<file path="src/rtl/sqrt_arbiter.sv">
// rtl/sqrt_arbiter.sv - round-robin sharing of one sqrt unit among NUM_REQ requesters
// Optional watchdog abort enabled by defining SQRT_ARB_WDOG_EN.
module sqrt_arbiter #(
   parameter int NUM_REQ  = 4,
   parameter int ID_W     = 2,
   parameter int WDOG_CYC = 64
) (
   input  logic                   clk,
   input  logic                   srst,
   input  logic [NUM_REQ-1:0]     req,
   input  logic [NUM_REQ*64-1:0]  req_num,
   output logic [NUM_REQ-1:0]     gnt,
   output logic [NUM_REQ-1:0]     rsp_valid,
   output logic [63:0]            rsp_data,
   output logic                   rsp_err,
   output logic                   busy,
   output logic                   sq_enable,
   output logic [63:0]            sq_num_64,
   input  logic                   sq_valid,
   input  logic [63:0]            sq_sqrt_value
);

   localparam int CNT_W = $clog2(WDOG_CYC) + 1;
   localparam int SEL_W = $clog2(NUM_REQ * 64);
   localparam logic [CNT_W-1:0] CNT_LIM = CNT_W'(WDOG_CYC - 1);

   typedef enum logic [1:0] {
      S_IDLE = 2'd0,
      S_BUSY = 2'd1,
      S_GAP  = 2'd2
   } state_t;

   state_t             state_q, state_d;
   logic [ID_W-1:0]    id_q, id_d;
   logic [ID_W-1:0]    rr_ptr_q, rr_ptr_d;
   logic [CNT_W-1:0]   busy_cnt_q, busy_cnt_d;
   logic [63:0]        sq_num_q, sq_num_d;
   logic [63:0]        rsp_data_q, rsp_data_d;
   logic [NUM_REQ-1:0] rsp_valid_q, rsp_valid_d;

   logic               pick_found;
   logic [ID_W-1:0]    pick_id;
   logic [ID_W-1:0]    cand_id;
   int                 cand;
   logic [SEL_W-1:0]   sel_base;

`ifdef SQRT_ARB_WDOG_EN
   logic               rsp_err_q, rsp_err_d;
`endif

   // Round-robin pick: first set req bit above rr_ptr, wrapping; scanning
   // downward lets the nearest candidate overwrite farther ones.
   always_comb begin
      pick_found = 1'b0;
      pick_id    = '0;
      cand       = 0;
      cand_id    = '0;
      for (int k = NUM_REQ; k >= 1; k--) begin
         cand = int'(rr_ptr_q) + k;
         if (cand >= NUM_REQ) begin
            cand = cand - NUM_REQ;
         end
         cand_id = cand[ID_W-1:0];
         if (req[cand_id]) begin
            pick_found = 1'b1;
            pick_id    = cand_id;
         end
      end
      sel_base = SEL_W'({pick_id, 6'd0});
   end

   // Next-state and datapath decisions for the IDLE/BUSY/GAP sequencer.
   always_comb begin
      state_d     = state_q;
      id_d        = id_q;
      rr_ptr_d    = rr_ptr_q;
      busy_cnt_d  = busy_cnt_q;
      sq_num_d    = sq_num_q;
      rsp_data_d  = rsp_data_q;
      rsp_valid_d = '0;
`ifdef SQRT_ARB_WDOG_EN
      rsp_err_d   = rsp_err_q;
`endif
      case (state_q)
         S_IDLE: begin
            if (pick_found) begin
               sq_num_d   = req_num[sel_base +: 64];
               id_d       = pick_id;
               rr_ptr_d   = pick_id;
               busy_cnt_d = '0;
               state_d    = S_BUSY;
            end
         end
         S_BUSY: begin
            // Saturate so the first-cycle detection never re-fires on wrap.
            if (busy_cnt_q != CNT_LIM) begin
               busy_cnt_d = busy_cnt_q + 1'b1;
            end
            if (sq_valid) begin
               rsp_data_d           = sq_sqrt_value;
               rsp_valid_d[id_q]    = 1'b1;
               state_d              = S_GAP;
`ifdef SQRT_ARB_WDOG_EN
               rsp_err_d            = 1'b0;
            end else if (busy_cnt_q == CNT_LIM) begin
               rsp_data_d           = '0;
               rsp_err_d            = 1'b1;
               rsp_valid_d[id_q]    = 1'b1;
               state_d              = S_GAP;
`endif
            end
         end
         S_GAP: begin
            // One enable-low cycle clears the unit's enable-held counter.
            state_d = S_IDLE;
         end
         default: begin
            state_d = S_IDLE;
         end
      endcase
   end

   // State and output registers with synchronous reset.
   always_ff @(posedge clk) begin
      if (srst) begin
         state_q     <= S_IDLE;
         id_q        <= '0;
         rr_ptr_q    <= ID_W'(NUM_REQ - 1);
         busy_cnt_q  <= '0;
         sq_num_q    <= '0;
         rsp_data_q  <= '0;
         rsp_valid_q <= '0;
      end else begin
         state_q     <= state_d;
         id_q        <= id_d;
         rr_ptr_q    <= rr_ptr_d;
         busy_cnt_q  <= busy_cnt_d;
         sq_num_q    <= sq_num_d;
         rsp_data_q  <= rsp_data_d;
         rsp_valid_q <= rsp_valid_d;
      end
   end

`ifdef SQRT_ARB_WDOG_EN
   // Error qualifier register for watchdog aborts.
   always_ff @(posedge clk) begin
      if (srst) begin
         rsp_err_q <= 1'b0;
      end else begin
         rsp_err_q <= rsp_err_d;
      end
   end
   assign rsp_err = rsp_err_q;
`else
   assign rsp_err = 1'b0;
`endif

   // Grant pulses during the first BUSY cycle of each job.
   always_comb begin
      gnt = '0;
      if (state_q == S_BUSY && busy_cnt_q == '0) begin
         gnt[id_q] = 1'b1;
      end
   end

   assign busy      = (state_q != S_IDLE);
   assign sq_enable = (state_q == S_BUSY);
   assign sq_num_64 = sq_num_q;
   assign rsp_data  = rsp_data_q;
   assign rsp_valid = rsp_valid_q;

endmodule
</file>
<file path="config.mk">
export PLATFORM = sky130hd
export DESIGN_NAME = sqrt_arbiter
export DESIGN_NICKNAME = d
export VERILOG_FILES = /design/src/rtl/sqrt_arbiter.sv
export SDC_FILE = /design/constraint.sdc
export NUM_CORES = 1
export LEC_CHECK = 0
export BUFFER_PORTS_ARGS = -buffer_cell sky130_fd_sc_hd__buf_2
export CELL_PAD_IN_SITES_DETAIL_PLACEMENT = 2
export CELL_PAD_IN_SITES_GLOBAL_PLACEMENT = 2
export CORE_MARGIN = 5
export CORE_UTILIZATION = 21
export DETAILED_ROUTE_END_ITERATION = 7
export HOLD_SLACK_MARGIN = 0.08
export PLACE_DENSITY = 0.87
export SYNTH_ARGS = -nofsm -noshare
export SYNTH_HDL_FRONTEND = slang
export SYNTH_SLANG_ARGS = --single-unit
</file>
<file path="constraint.sdc">
create_clock -name clk -period 1.6 [get_ports clk]
set_clock_uncertainty 0.15 [all_clocks]
set_input_delay 0.32 -clock clk [delete_from_list [all_inputs] [get_ports clk]]
set_output_delay 0.32 -clock clk [all_outputs]
set_load 0.02 [all_outputs]
</file>
== Yosys cells after proc, flatten, opt, wreduce, memory -nomap -nowiden ==
Index checks and enable logic that the tools add are counted.
W data, S select, Z words.
Storage, ports and cells
  register bits: 145
  input port bits: 327
Operators by class
  add/sub/neg operators: 9
  magnitude comparators: 10
  eq/ne operators: 5
  shifts and indexed selects: 1
  multiplexer cells: 29
  bitwise operators: 2
  reduce and logical (&&, ||, !) cells: 11
Operators with widths (number)
  $shiftx A256 B9 Y64: 1
  $mux W2: 10
  $lt A2 B3 Y1 const B: 5
  $mux W7: 2
  $pmux W7 S2: 1
  $ge A3 B3 Y1 const B: 3
  $mux W1: 9
  $bmux W1 S2: 4
  $sub A2 B1 Y2 const B: 4
  $add A7 B1 Y7 const B: 1
  $logic_not A7 Y1: 1
  $ne A7 B6 Y1 const B: 1
  $add A2 B2 Y3 const B: 2
  $reduce_and A2 Y1: 3
  $add A2 B3 Y4 const B: 1
  $ge A4 B3 Y1 const B: 1
  $mux W4: 1
  $ne A2 B1 Y1 const B: 2
  $pmux W2 S2: 1
  $reduce_bool A2 Y1: 2
  $add A2 B1 Y3 const B: 1
  $reduce_and A3 Y1: 1
  $reduce_or A3 Y1: 1
  $demux W1 S2: 1
  other kinds (6): 8

== Longest topological paths before layout ==
Gate-level depths: netlist of run 1.
  depth in word-level cells: 11
  depth in mapped cells: 7
  gate-level depth less buffers: 6

== Worst setup path before layout of run 1 ==
No wires, ideal clock.
  kind: input to register
  start point: input port req[3]
  end point: register sq_num_q[0], in the netlist sq_num_64[0]
  library setup time: 127 ps
  arrival time: 1480 ps
  required time: 1323 ps
  path slack: -157 ps
  stages on the path: 7
  cells stage by stage: nor2b_4 > o21a_2 > nor3_2 > buf_6 > buf_4 > mux2i_1 > o211ai_2
Between the ends
  cells in the longest elaborated chain, start to end: 7
Ends and longest elaborated chain
  start, declared: line 10  | input logic [NUM_REQ-1:0] req,
  $bmux W1 S2: line 64  | if (req[cand_id]) begin
  $mux W1 (not written as such): line 64
  $mux W2 or $mux W1 (tied branches) (4 in series): line 64
  $shiftx A256 B9 Y64 or $reduce_and A2 Y1 (tied branches)
  end signal, assigned: line 138  | sq_num_q <= sq_num_d;
  end, declared: line 37  | logic [63:0] sq_num_q, sq_num_d;
Parallel ways exist; a longest one is shown, timed or not. The select of a mux whose other input is x is not followed.
A chain may end at the register's enable or synchronous reset.

== Worst setup path in the final report of run 1 ==
  start point: register busy_cnt_q[4]
  end point: output port gnt[3]
Between the ends
  cells in the longest elaborated chain, start to end: 3
Ends and longest elaborated chain
  start, declared: line 36  | logic [CNT_W-1:0] busy_cnt_q, busy_cnt_d;
  start signal, assigned: line 137  | busy_cnt_q <= busy_cnt_d;
  $logic_not A7 Y1: line 161  | if (state_q == S_BUSY && busy_cnt_q == '0) begin
  $logic_and A1 B1 Y1: line 161
  $mux W4: line 161
  end, declared: line 12  | output logic [NUM_REQ-1:0] gnt,
Every way passes these cells.

==> results of run 1 <==
area by class of cell:
class,count,area (µm²)
Fill cell,3748,20200
Timing Repair Buffer,792,6315
Multi-Input combinational cell,660,5065
Sequential cell,145,2915
Tap cell,461,576.8
Clock buffer,19,452.9
Clock inverter,13,151.4
Antenna cell,20,50.05
Inverter,4,15.01
cell families (layout without fill, tap and decap cells):
logic type,after synthesis,count (layout),synth area share
other,1,21,0.0004908
DFF,145,145,0.3799
and+or+nand+nor,314,314,0.1850
buffers and inverters,103,828,0.06615
AOI/OAI and AO/OA,276,276,0.2779
muxes,64,64,0.08384
xor gates and xnor gates,3,3,0.003439
adders and majority gates,2,2,0.003274
layer usage:
| layer | wire (µm) | vias up |
|---|---|---|
| met3 | 4941 | 175 |
| met2 | 31220 | 678 |
| met5 | 18 | - |
| li1 | - | 4815 |
| met4 | 3102 | 4 |
| met1 | 22770 | 5522 |
cell usage in the layout, fill, tap and decap left out, types with 6 or more instances in the layout:
cell / Yosys / final
buf_6: 4 / 19
o211ai_1: 35 / 35
nand2b_1: 7 / 6
buf_12: 0 / 38
diode_2: 0 / 20
dlygate4sd3_1: 0 / 187
o31ai_2: 0 / 17
nand2_1: 204 / 199
mux2i_4: 0 / 30
dfxtp_2: 0 / 7
buf_16: 0 / 18
a211o_1: 64 / 64
o211ai_2: 29 / 29
buf_4: 12 / 56
mux2i_1: 64 / 17
a21oi_1: 71 / 65
clkbuf_16: 0 / 19
buf_2: 35 / 458
mux2i_2: 0 / 17
nor2_1: 17 / 13
buf_8: 0 / 14
o31ai_1: 65 / 43
dfxtp_1: 145 / 137
nand4_1: 65 / 65
final timing paths:
| path | from | end | cells past startpoint |
|---|---|---|---|
| hold / removal | req_num[202] | sq_num_64[10] | 3 |
| setup / recovery | busy_cnt_q[4] | gnt[3] | 5 |
| setup reg to reg | rr_ptr_q[0] | sq_num_64[2] | 9 |
| hold reg to reg | rsp_data[61] | rsp_data[61] | 2 |
worst max-delay path: cells and delay by family (launching register included):
family / cells / cell delay [ns]
simple gates: 3 / 0.61
buf+inv: 2 / 0.35
flops: 1 / 0.34
sequential cells by signal (all words and copies together), names as in the netlist:
| register | cells |
|---|---|
| state_q | 2 |
| id_q | 2 |
| rsp_data | 64 |
| rsp_valid | 4 |
| rr_ptr_q | 2 |
| sq_num_64 | 64 |
| busy_cnt_q | 7 |
cells in the mapped netlist, types with 6 or more instances:
cell type,count
buf_2,35
o211ai_1,35
clkbuf_1,43
dfxtp_1,145
o211ai_2,29
nor2_1,17
a21oi_1,71
nand4_1,65
mux2i_1,64
nand2_1,204
a211o_1,64
o31ai_1,65
buf_4,12
nand2b_1,7
nor3_1,6
what timing repair did:
action / in CTS / in global routing
buffers inserted: 34 / 14
pin swaps: 59 / 39
gates resized for setup: 163 / 114
hold buffers: 186 / 1
hold endpoints to repair: 127 / 1
gates cloned: 20 / 2
setup endpoints to repair: 91 / 118
through the flow:
| step | std cells | utilization | power [mW] |
|---|---|---|---|
| after floorplan | 908 | - | 6.475 |
| after global placement | 1824 | 0.3097 | 8.123 |
| after detailed placement | 1824 | 0.3097 | 8.290 |
| after CTS | 2093 | 0.4216 | 14.31 |
| after global routing | 2110 | 0.4345 | 15.41 |
| final | 2114 | 0.4348 | 14.94 |
power by group through the flow:
stage | Sequential (mW) | Clock (mW) | Combinational [mW]
final | 4.30 | 4.36 | 6.29
after global routing | 4.33 | 4.58 | 6.50
after CTS | 4.22 | 4.39 | 5.69
after detailed placement | 4.30 | 0 | 4.00
after global placement | 4.27 | 0 | 3.85
after floorplan | 4.72 | 0 | 1.76
==> impl_metrics.yaml, run 1 <==
outcome:
  status: "complete, but fails checks"
  violations: "negative setup slack"
worst_setup_path:
  start_kind: "register"
  critical_path.max_stage_delay_ns: 0.34
  worst_setup_path_end_kind: "primary output"
  cp_max_fo: 4
  cpMaxStageDelayCell: "dfxtp_2"
  cp_cell_sequence: "nor4_4, nand4_1, buf_6, nor2_1, buf_4"
  criticalPathCategory: "reg2out"
  arrival_ns: 1.73
  critPathRequiredTime_ns: 1.13
  reg2reg_slack_ns: -0.45
floorplanning:
  coreArea_um2: 35740
  rows: 69
  die_area_um2: 40300
  pin_count: 466
  die_x_um: 200.8
  start_util: 0.2138
  fp.dieH_um: 200.8
power:
  pwr-share-seq: 0.288
  leakage_nw: 6.839
  internal_power_mw: 9.391
  pwr_density_cell_nw_per_um2: 961.5
  combPwrFrac: 0.421
  switchingPower_mw: 5.552
  swShare: 0.3715
  clock_power_share: 0.292
  ir_drop_mv: 0.8171
logic_synthesis:
  yosys_warnings: 0
  yosysTopAreaCellShare: 0.3799
  synth_top_flop_cell: "dfxtp_1"
  synthCells: 908
  synth_seq_cells: 145
  syn-cell-area_um2: 7641
  yosysTopAreaCell: "dfxtp_1"
  syn_avg_cell_area_um2: 8.415
  synthDistinctLibCells: 41
  async_flop_share: 0
  synth-edff-count: 0
  synthesis.nets: 1237
  yosysSeqAreaShare: 0.3799
  synth_top_cells_by_area: "dfxtp_1 38%, nand2_1 10%, mux2i_1 8.4%"
layout:
  drive_gt1_frac: 0.4783
  design_area_um2: 15540
  area_growth_pct: 103.4
  nets: 1949
cts:
  clock_latency_ns: 0.43
  cts_root_buffer: "clkbuf_16"
  clk_pin_slew_ns: 0.07
  clk_path_buf_depth: 2
  cts_htree_levels: 4
  cts_sinks: 145
  cts_buffers: 17
  cts_tree: "yes"
detailed_routing:
  wire_per_inst_um: 29.35
  first_iter_violations: 507
  first_pass_iters: 4
  drtAntennaViolNets: 0
  vias_per_cell: 5.295
  drc: 0
  vias: 11194
  wl_um: 62040
sta:
  period_minus_slack_ns: 2.204
  setup_viol: 74
  fmax_mhz: 453.7
  post-route-period-util: 1.377
  layout_setup_ws_ns: -0.6040
  hold_slack_ns: 0.1160
  report.final.slew_viol_count: 0
  hold_viol_final: 0
  tns_ns: -24.77
  rsz0062_at_grt: "yes"
placed_design:
  dp_slack_ns: -0.6673
  portBuffers: 464
  dp_hpwl_um: 31870
  dpl_cell_area_um2: 11070
  gp_congestion: 0.8273
global_routing:
  grt_start_max_net_pins: 78
  grtUsageMet3: 0.08384
  grt_busiest_layer: "met2"
  grt_pass1_vias: 12964
  met1_usage: 0.3140
  track_usage: 0.2836
  met2_usage: 0.5041
  grt_pass1_wl_um: 88030
  antenna_found_initial: 20
  grt_remaining_overflow: 0
min_path:
  hold_class: "in2reg"
run:
  max_cap_viol_count: 0
Note: power is estimated with default switching activity, not from simulation.
==> run 2: changes to the inputs <==
--- a/config.mk
+++ b/config.mk
@@ -11,6 +11,7 @@
 export CORE_MARGIN = 5
 export CORE_UTILIZATION = 21
 export DETAILED_ROUTE_END_ITERATION = 7
+export GPL_TIMING_DRIVEN = 0
 export HOLD_SLACK_MARGIN = 0.08
 export PLACE_DENSITY = 0.87
 export SYNTH_ARGS = -nofsm -noshare
==> impl_metrics.yaml, run 2 (synthesis results as in run 1) <==
outcome:
  status: "complete, but fails checks"
  violations: "negative setup slack"
sta:
  slew_headroom: 0.3722
  post-route-period-util: 1.513
  period_minus_slack_ns: 2.421
  worst_slew_pin_slew_ns: 0.9417
  hold_viol_final: 0
  fmax_mhz: 413.0
  setup_viol: 143
  hold_slack_ns: 0.1017
  rsz0062_at_grt: "yes"
  layout_setup_ws_ns: -0.8212
  report.final.slew_viol_count: 0
worst_setup_path:
  arrival_ns: 1.95
  cpMaxStageDelayCell: "dfxtp_4"
  rr_startpoint: "rr_ptr_q[0]"
  critical_path.max_stage_delay_ns: 0.36
  startpoint: "busy_cnt_q[4]"
  worst_setup_path_end_kind: "primary output"
  cp_cell_sequence: "nor4_4, nand4_1, buf_4, nor3_4, buf_6"
  critPathRequiredTime_ns: 1.13
  start_kind: "register"
  r2r_end: "sq_num_64[5]"
  reg2reg_slack_ns: -0.50
  reg2regPathDepth: 10
  criticalPathCategory: "reg2out"
  cp_max_fo: 3
floorplanning:
  pin_count: 466
  rows: 69
  die_area_um2: 40300
  coreArea_um2: 35740
  die_x_um: 200.8
  fp.dieH_um: 200.8
  start_util: 0.2138
cts:
  clock_latency_ns: 0.45
  cts_buffers: 17
  cts_root_buffer: "clkbuf_16"
  cts_sinks: 145
  cts_tree: "yes"
  clk_path_buf_depth: 2
  clk_pin_slew_ns: 0.07
  cts_htree_levels: 4
placed_design:
  portBuffers: 463
  dpl_cell_area_um2: 10570
  dp_slack_ns: -0.9394
  gp_congestion: 0.8593
  dp_hpwl_um: 33520
layout:
  layout_common_cells: "461 x buf_2, 182 x dlygate4sd3_1, 140 x nand2_1, 135 x dfxtp_1, 65 x nand4_1"
  fill_cells: 3661
  drive_gt1_frac: 0.5716
  design_area_um2: 16890
  nets: 1985
  final_common_cell: "buf_2"
  area_growth_pct: 121.0
power:
  switchingPower_mw: 6.079
  pwr-share-seq: 0.276
  clock_power_share: 0.294
  internal_power_mw: 9.658
  combPwrFrac: 0.430
  ir_drop_mv: 0.7119
  swShare: 0.3863
  pwr_density_cell_nw_per_um2: 931.8
  leakage_nw: 7.434
global_routing:
  grt_start_max_net_pins: 17
  grt_pass1_vias: 13099
  met2_usage: 0.5156
  met1_usage: 0.3037
  grtUsageMet3: 0.1008
  track_usage: 0.2892
  grt_remaining_overflow: 0
  antenna_found_initial: 23
  grt_busiest_layer: "met2"
  grt_pass1_wl_um: 89300
detailed_routing:
  drtAntennaViolNets: 0
  vias: 11577
  vias_per_cell: 5.392
  wire_per_inst_um: 32.22
  first_iter_violations: 612
  drc: 0
  first_pass_iters: 5
  wl_um: 69180
min_path:
  whs_path_depth: 3
  hold_class: "in2reg"
  whs_endpoint: "sq_num_64[15]"
  min_from: "req_num[207]"
run:
  max_cap_viol_count: 0
## run 2: changes by cell type in the layout (fill, tap and decap cells not counted), sizes merged
cell,before,now
dlygate4sd3,187,182
diode,20,17
buf,603,599
clkinvlp,2,1
inv,9,11
clkbuf,21,64
bufinv,2,3
## run 2: metrics by stage
stage | utilization | total power, mW | setup TNS (ns) | cells
final | 0.4726 | 15.74 | -40.44 | 2147
after global routing | 0.4724 | 16.16 | -47.64 | 2145
after CTS | 0.4213 | 14.43 | -27.33 | 2108
after detailed placement | 0.2958 | 8.098 | -82.75 | 1832
after global placement | 0.2958 | 7.956 | -74.88 | 1832
after floorplan | - | 6.475 | -6.784 | 908
## run 2: area by class of cell
type	count	area (µm²)	share of cell area
antenna	17	42.54	0.002519
inverter	4	15.01	0.0008890
timing repair buffer	738	5674	0.3360
clock inverter	15	197.7	0.01170
clock buffer	17	425.4	0.02519
sequential	145	2923	0.1731
buffer	90	965.9	0.05719
multi-input combinational	660	6070	0.3594
tap	461	576.8	0.03415
## run 2: power by group through the flow
stage               Sequential, mW  Clock, mW  Combinational, mW
finish                        4.35       4.62               6.77
global placement              4.27          0               3.69
CTS                           4.23       4.57               5.62
floorplan                     4.72          0               1.76
global route                  4.36       4.80               6.99
detailed placement            4.30          0               3.79
## run 2: how the worst max path moves through the flow
stage / to / slack (ns) / depth (start not counted)
finish: gnt[0] / -0.82 / 5
detailed placement: sq_num_64[60] / -0.94 / 8
CTS: gnt[0] / -0.66 / 5
global placement: sq_num_64[58] / -0.88 / 8
floorplan: sq_num_64[0] / -0.12 / 7
global route: gnt[0] / -0.87 / 5
## run 2: per-layer routing
layer  vias to the layer above  wire (µm)
li1                       4882          -
met1                      5777      24420
met2                       680      35420
met3                       224       5557
met4                        14       3670
met5                         -        115
## run 2: what timing repair did
item                                    CTS  global route
cloned                                   20             9
resized for setup                       292           392
endpoints found under the setup margin  149           142
hold endpoints to repair                125             0
pin swaps                                59           140
hold buffers                            182             0
setup buffers                            45            35
## run 2: worst max-delay path, delay by kind of cell, from the launching register on
family | cells | cell delay, ns
buffers and inverters | 2 | 0.39
DFF | 1 | 0.36
and+or+nand+nor | 3 | 0.74
